## config.mk

```make
export PLATFORM = sky130hd
export DESIGN_NAME = pixel_scan_ctrl
export DESIGN_NICKNAME = d
export VERILOG_FILES = /design/src/rtl/pixel_scan_ctrl.sv
export SDC_FILE = /design/constraint.sdc
export NUM_CORES = 1
export LEC_CHECK = 0
export CAP_MARGIN = 10
export CORE_UTILIZATION = 30
export CTS_BUF_LIST = sky130_fd_sc_hd__clkbuf_8 sky130_fd_sc_hd__clkbuf_16
export DETAILED_ROUTE_END_ITERATION = 10
export GPL_ROUTABILITY_DRIVEN = 0
export SYNTH_ARGS = -nofsm -noshare
export SYNTH_HDL_FRONTEND = slang
export SYNTH_SLANG_ARGS = --single-unit
```

## constraint.sdc

```tcl
create_clock -name clk -period 2.36 [get_ports clk]
set_input_delay 0.236 -clock clk [delete_from_list [all_inputs] [get_ports clk]]
set_output_delay 0.236 -clock clk [all_outputs]
set_load 0.02 [all_outputs]
```

## src/rtl/pixel_scan_ctrl.sv

```systemverilog
// Raster scan sequencer: steps x/y through the real2imag converter and hands each pixel to the iteration engine.
// Optional CONVERT watchdog (timeout_err) is built only when PIXEL_SCAN_TIMEOUT_EN is defined.
module pixel_scan_ctrl #(
  parameter int H_PIXELS = 640,
  parameter int V_PIXELS = 480,
  parameter int WIDTH    = 22,
  parameter int TIMEOUT  = 15
) (
  input  logic                    clk,
  input  logic                    rst,
  input  logic                    frame_start,
  input  logic                    abort,
  output logic                    frame_busy,
  output logic                    frame_done,
  output logic [9:0]              conv_x,
  output logic [9:0]              conv_y,
  output logic                    convert_start,
  input  logic                    convert_done,
  input  logic signed [WIDTH-1:0] z_real_in,
  input  logic signed [WIDTH-1:0] z_imag_in,
  output logic                    pix_valid,
  input  logic                    pix_ready,
  output logic [9:0]              pix_x,
  output logic [9:0]              pix_y,
  output logic signed [WIDTH-1:0] pix_z_real,
  output logic signed [WIDTH-1:0] pix_z_imag,
  output logic                    pix_last,
  output logic                    timeout_err
);

  localparam logic [9:0] X_LAST = 10'(H_PIXELS - 1);
  localparam logic [9:0] Y_LAST = 10'(V_PIXELS - 1);

  typedef enum logic [1:0] {S_IDLE, S_CONVERT, S_PRESENT, S_DONE} state_t;

  state_t                  r_state;
  state_t                  w_next;
  logic                    r_first;
  logic [9:0]              r_x;
  logic [9:0]              r_y;
  logic [9:0]              r_pix_x;
  logic [9:0]              r_pix_y;
  logic signed [WIDTH-1:0] r_pix_zr;
  logic signed [WIDTH-1:0] r_pix_zi;
  logic                    r_timeout_err;
  logic                    w_start;
  logic                    w_accept;
  logic                    w_hs;
  logic                    w_last;
  logic                    w_enter_conv;
  logic                    w_timeout;

  assign w_start      = (r_state == S_IDLE) && frame_start;
  // The converter's done flag may be stale on the first CONVERT cycle of a pixel.
  assign w_accept     = (r_state == S_CONVERT) && !r_first && convert_done;
  assign w_hs         = (r_state == S_PRESENT) && pix_ready;
  assign w_last       = (r_pix_x == X_LAST) && (r_pix_y == Y_LAST);
  assign w_enter_conv = (w_next == S_CONVERT) && (r_state != S_CONVERT);

`ifdef PIXEL_SCAN_TIMEOUT_EN
  localparam int TCW = (TIMEOUT > 1) ? $clog2(TIMEOUT) : 1;
  logic [TCW-1:0] r_tcnt;

  assign w_timeout = (r_state == S_CONVERT) && !w_accept && (r_tcnt == TCW'(TIMEOUT - 1));

  always_ff @(posedge clk or posedge rst) begin
    if (rst) begin
      r_tcnt <= '0;
    end else if (w_enter_conv) begin
      r_tcnt <= '0;
    end else if (r_state == S_CONVERT) begin
      r_tcnt <= r_tcnt + 1'b1;
    end
  end
`else
  logic w_unused_timeout;
  assign w_timeout        = 1'b0;
  assign w_unused_timeout = (TIMEOUT > 0);
`endif

  always_ff @(posedge clk or posedge rst) begin
    if (rst) begin
      r_state <= S_IDLE;
    end else begin
      r_state <= w_next;
    end
  end

  always_comb begin
    w_next = r_state;
    case (r_state)
      S_IDLE: begin
        if (frame_start) w_next = S_CONVERT;
      end
      S_CONVERT: begin
        if (w_timeout) w_next = S_IDLE;
        else if (w_accept) w_next = S_PRESENT;
      end
      S_PRESENT: begin
        if (pix_ready) w_next = w_last ? S_DONE : S_CONVERT;
      end
      S_DONE: begin
        w_next = S_IDLE;
      end
      default: begin
        w_next = S_IDLE;
      end
    endcase
    if (abort && (r_state != S_IDLE)) w_next = S_IDLE;
  end

  always_ff @(posedge clk or posedge rst) begin
    if (rst) begin
      r_first       <= 1'b0;
      r_x           <= '0;
      r_y           <= '0;
      r_pix_x       <= '0;
      r_pix_y       <= '0;
      r_pix_zr      <= '0;
      r_pix_zi      <= '0;
      r_timeout_err <= 1'b0;
    end else begin
      r_first <= w_enter_conv;
      if (w_start) begin
        r_x <= '0;
        r_y <= '0;
      end else if (w_hs && !abort && !w_last) begin
        if (r_x == X_LAST) begin
          r_x <= '0;
          r_y <= r_y + 10'd1;
        end else begin
          r_x <= r_x + 10'd1;
        end
      end
      if (w_accept && !abort) begin
        r_pix_x  <= r_x;
        r_pix_y  <= r_y;
        r_pix_zr <= z_real_in;
        r_pix_zi <= z_imag_in;
      end
      if (w_start) begin
        r_timeout_err <= 1'b0;
      end else if (w_timeout && !abort) begin
        r_timeout_err <= 1'b1;
      end
    end
  end

  assign frame_busy    = (r_state != S_IDLE);
  assign frame_done    = (r_state == S_DONE);
  assign convert_start = (r_state == S_CONVERT);
  assign pix_valid     = (r_state == S_PRESENT);
  assign pix_last      = (r_state == S_PRESENT) && w_last;
  assign conv_x        = r_x;
  assign conv_y        = r_y;
  assign pix_x         = r_pix_x;
  assign pix_y         = r_pix_y;
  assign pix_z_real    = r_pix_zr;
  assign pix_z_imag    = r_pix_zi;
  assign timeout_err   = r_timeout_err;

endmodule
```

After elaboration in Yosys (flattened, before gate mapping)
Index checks and enable logic that the tools add are counted.

storage, ports and cells
  logic and storage cells = 49
  flip-flop bits (word level) = 87
  bits of input ports = 50

cells by class
  reductions and logical operators = 19
  multiplexer cells = 12
  equality and inequality tests = 8
  add/subtract/negate cells = 2

operators with widths
  operator                                                                number
  10-bit 2-to-1 mux                                                       6
  10-bit by 1-bit adder with 10-bit output, second input constant         2
  10-bit equality test, second input constant                             2
  1-bit logical AND                                                       11
  10-bit by 9-bit equality test with 1-bit output, second input constant  1
  2-bit 2-to-1 mux                                                        5
  2-bit case mux with 4 select lines                                      1
  2-bit nonzero test                                                      3
  2-bit by 1-bit equality test with 1-bit output, second input constant   2
  2-bit equality test, second input constant                              2
  1-bit logical NOT                                                       3
  2-bit logical NOT                                                       1
  2-bit by 1-bit != test with 1-bit output, second input constant         1
  2-bit AND reduction                                                     1

Longest topological paths before layout
Gate-level depths: netlist (run 1).

  word-level depth = 8
  mapped depth = 7

Worst setup path after synthesis (run 1)
Ideal clock, no wire load.

  path type = register to register
  from = register r_x[0] (netlist: conv_x[0])
  to = register r_y[8] (netlist: conv_y[8])
  data arrival time = 2206 ps
  required time = 2282 ps
  setup time = 78 ps
  cell stages (with the launch flop) = 7
  setup slack = 76 ps
  path through = dfrtp_1 > ha_1 > nand2_1 > or4_4 > a2111o_1 > or3_1 > a21oi_1

on the way
  word-level cells in the longest chain between the ends = 3

ends and longest elaborated chain
  item                           line  text
  start: declaration             39    logic [9:0] r_x;
  start signal: assignment       132   r_x <= r_x + 10'd1;
  10-bit equality test           128   if (r_x == X_LAST) begin
  2-bit nonzero test (no line)   n/a
  2-bit AND reduction (no line)  n/a
  end signal: assignment         130   r_y <= r_y + 10'd1;
  end: declaration               40    logic [9:0] r_y;

No other way between the ends.
A chain may end at the register's enable or synchronous reset.

Worst setup path in the final report (run 1)
Same ends and word-level chain as after synthesis.

==> results.txt, run 1 <==
Net switching power -> 1.63 mW
Comb power frac -> 34.5%
Number of port buffers -> 138
Period utilisation layout -> 92.5%
Run status -> finished, final reports clean
Internal cell power -> 3.94 mW
DRT Pass-1 Iters -> 4
Net count of the finished layout -> 483
Total setup buffers inserted after CTS -> 0
Clock power share -> 28.2%
Number of antenna violations at the first check in global routing -> 0
Total global-route track usage -> 15.5%
Fraction of final layout cells with drive strength greater than 1 -> 22.5%
DRC violation count after routing -> 0
Fin crit period -> 2180 ps
EDFF count, synth -> 0
Setup TNS -> 0 ps
Max Slew Vio Count -> 0
Antenna Nets Post-Route -> 0
TritonCTS clock tree -> yes
Number of violations reported at the end of detailed-routing iteration 0 -> 136
Max_slew headroom -> 63.9%
Kind of start point of the critical path -> register
Mean number of vias per cell -> 4.84
Endpoint kind of the worst setup timing path -> register
RSZ-0062 raised after global routing -> false
CTS clock-pin slew for the worst setup and hold paths -> 60 ps
ANT cells -> 0
Slew at the pin with the worst max-slew slack -> 540 ps
Via count -> 2817
CTS buffer count -> 9
Kind of path behind the tightest hold check -> in -> async
Sequential cell area fraction in the yosys report -> 59.3%
Final wirelength -> 8.94 mm
Area of the multi-input gates -> 0.00143 mm2
I/O Pins -> 140
Number of storage elements in the synthesis netlist -> 87
Post-synth design cell area -> 0.00367 mm2
Commonest register cell after synthesis -> dfrtp_1
Worst vdd rail ir drop -> 0.719 mV
Detail-routed net length per standard cell -> 15.4 um
Std-Cell Core Area -> 0.0120 mm2
Commonest cells after routing, fill and taps aside -> clkdlybuf4s50_1, dfrtp_1, mux2_2, nand2_1, a21oi_1
Sequential share of power -> 37.3%
Async set-or-reset flop fraction in the synthesized netlist -> 100%
DIE AREA -> 0.0127 mm2
Highest clock rate -> 0.458 GHz
Root Driver -> clkbuf_16
Number of failing setup endpoints in the final timing report -> 0
# Max-Cap Violations -> 0
Avg Cell Area, Syn -> 13.0 um2
Maximum number of pins on one net before global-route repair -> 46
Initial standard-cell utilization of the core -> 30.7%
CTS HTree Levels -> 3
Die outline width -> 113 um
# fillers -> 1099
Worst endpoint data arrival time -> 2450 ps
Syn nets -> 334
Clock sink count -> 87
Die height -> 113 um
Crit-path max FO -> 6
Post-synthesis cell type count -> 39
Max Clock Skew -> 6.05 ps
Site Rows -> 40
Leakage -> 2.38 nW
Total power of the final layout -> 5.58 mW
Cells after Synth -> 282
Leading cell type in the layout, fill and taps excluded -> clkdlybuf4s50_1
Detail Placement HPWL -> 6.34 mm
Area added between synthesis and finish -> 53.8%
Global route total overflow -> 0
Clock latency on the worst-skew pair -> 340 ps
Global-route wire length before repair -> 15.2 mm
Critical path required time -> 2630 ps
Register cell area after layout -> 0.00218 mm2
Yosys Warn Count -> 0
Sw Share -> 29.3%
CTS Buffer Depth -> 2
Number of global-route vias before repair -> 2907
Final hold violations -> 0
CP Class -> reg -> reg
Pwr per Cell Area -> 988 mW/mm2
==> final timing paths <==
check                               start  depth (start not counted)  slack (ps)              to
min in group clk           pix_z_real[20]                          1         500  pix_z_real[20]
max reg2reg                     conv_x[0]                          6         180       conv_y[8]
min reg2reg                pix_z_real[20]                          1         500  pix_z_real[20]
max in group asynchronous             rst                          3        1420      r_state[1]
max                             conv_x[0]                          6         180       conv_y[8]
min                                   rst                          2         280        pix_x[3]
==> what timing repair did <==
action	in CTS	in global routing
setup endpoints to repair	1	1
endpoints found under the hold margin	0	0
hold buffers	0	0
gates resized for setup	1	1
==> metrics by stage <==
stage	hold slack, ps	cells	setup WS (ps)	area, um2	utilization (%)
final	282	582	178	5650	47.2
after detailed placement	495	567	1.66	5310	44.4
after CTS	292	582	7.23	5640	47.2
after global placement	488	567	94.8	5310	44.4
after floorplan	388	282	76.1	3670	-
after global routing	337	582	28.2	5650	47.2
==> Yosys cell counts, types with 3 or more instances <==
master | count | share of area (%)
dfrtp_1 | 87 | 59
nand2_1 | 17 | 1.7
nor2_1 | 6 | 0.61
a21oi_1 | 16 | 2.2
and2_1 | 3 | 0.51
nand4b_1 | 5 | 1.2
nor2b_1 | 3 | 0.51
nand3_1 | 9 | 1.2
inv_1 | 3 | 0.31
o21ai_0 | 7 | 0.95
buf_2 | 4 | 0.55
or4_1 | 5 | 1.0
or3_1 | 5 | 0.85
clkbuf_1 | 7 | 0.72
nand4_1 | 3 | 0.51
o31ai_1 | 7 | 1.4
mux2_2 | 64 | 20
==> flip-flops by register name, indices dropped and copies added, names as in the netlist <==
signal	cells
pix_z_real	22
r_state	2
r_first	1
pix_x	10
conv_y	10
pix_z_imag	22
pix_y	10
conv_x	10
==> cell families (layout without fill, tap and decap cells) <==
| logic type | Yosys count | after routing | synth area share, % |
|---|---|---|---|
| buffers and inverters | 16 | 169 | 1.88 |
| and+or+nand+nor | 69 | 69 | 10.8 |
| muxes | 66 | 66 | 20.2 |
| DFF | 87 | 87 | 59.3 |
| xor gates and xnor gates | 1 | 1 | 0.239 |
| adders and majority gates | 2 | 2 | 0.682 |
| other | 1 | 1 | 0.102 |
| AOI/OAI and AO/OA | 40 | 40 | 6.82 |
==> power by group through the flow <==
stage               registers [mW]  logic [mW]  clock network, mW
floorplan                     2.58       0.465                  0
global placement              2.09        1.93                  0
detailed placement            2.11        1.94                  0
CTS                           2.09        1.95               1.62
global route                  2.15        2.03               1.70
finish                        2.08        1.92               1.57
==> routing by layer <==
layer	vias to the layer above	GRT usage (%)	wire length, um
met4	0	5.51	122
met2	86	23.7	4220
li1	1330	-	-
met1	1392	20.5	4100
met5	-	0	0
met3	9	5.29	499
==> area by class of cell <==
class / count / area share (%)
repair buffers: 151 / 26.7
inverters: 3 / 0.266
well taps: 147 / 3.26
flip-flops and latches: 87 / 38.6
multi-input cells: 179 / 25.4
clock buffers: 12 / 4.72
clock inverters: 3 / 1.15
==> worst max-delay path, stage by stage, from the launching register on <==
cell	delay [ps]
dfrtp_1	350
ha_1	200
nand2_1	120
or4_4	510
a2111o_1	420
or3_1	360
a21oi_1	140
Power figures use the tool's default switching activity.
==> inputs of run 2 (changes only) <==
Settings changed: GPL_ROUTABILITY_DRIVEN 0 to 1.
==> results of run 2 <==
The final DEF is identical to that of run 1; final timing and power are the same.
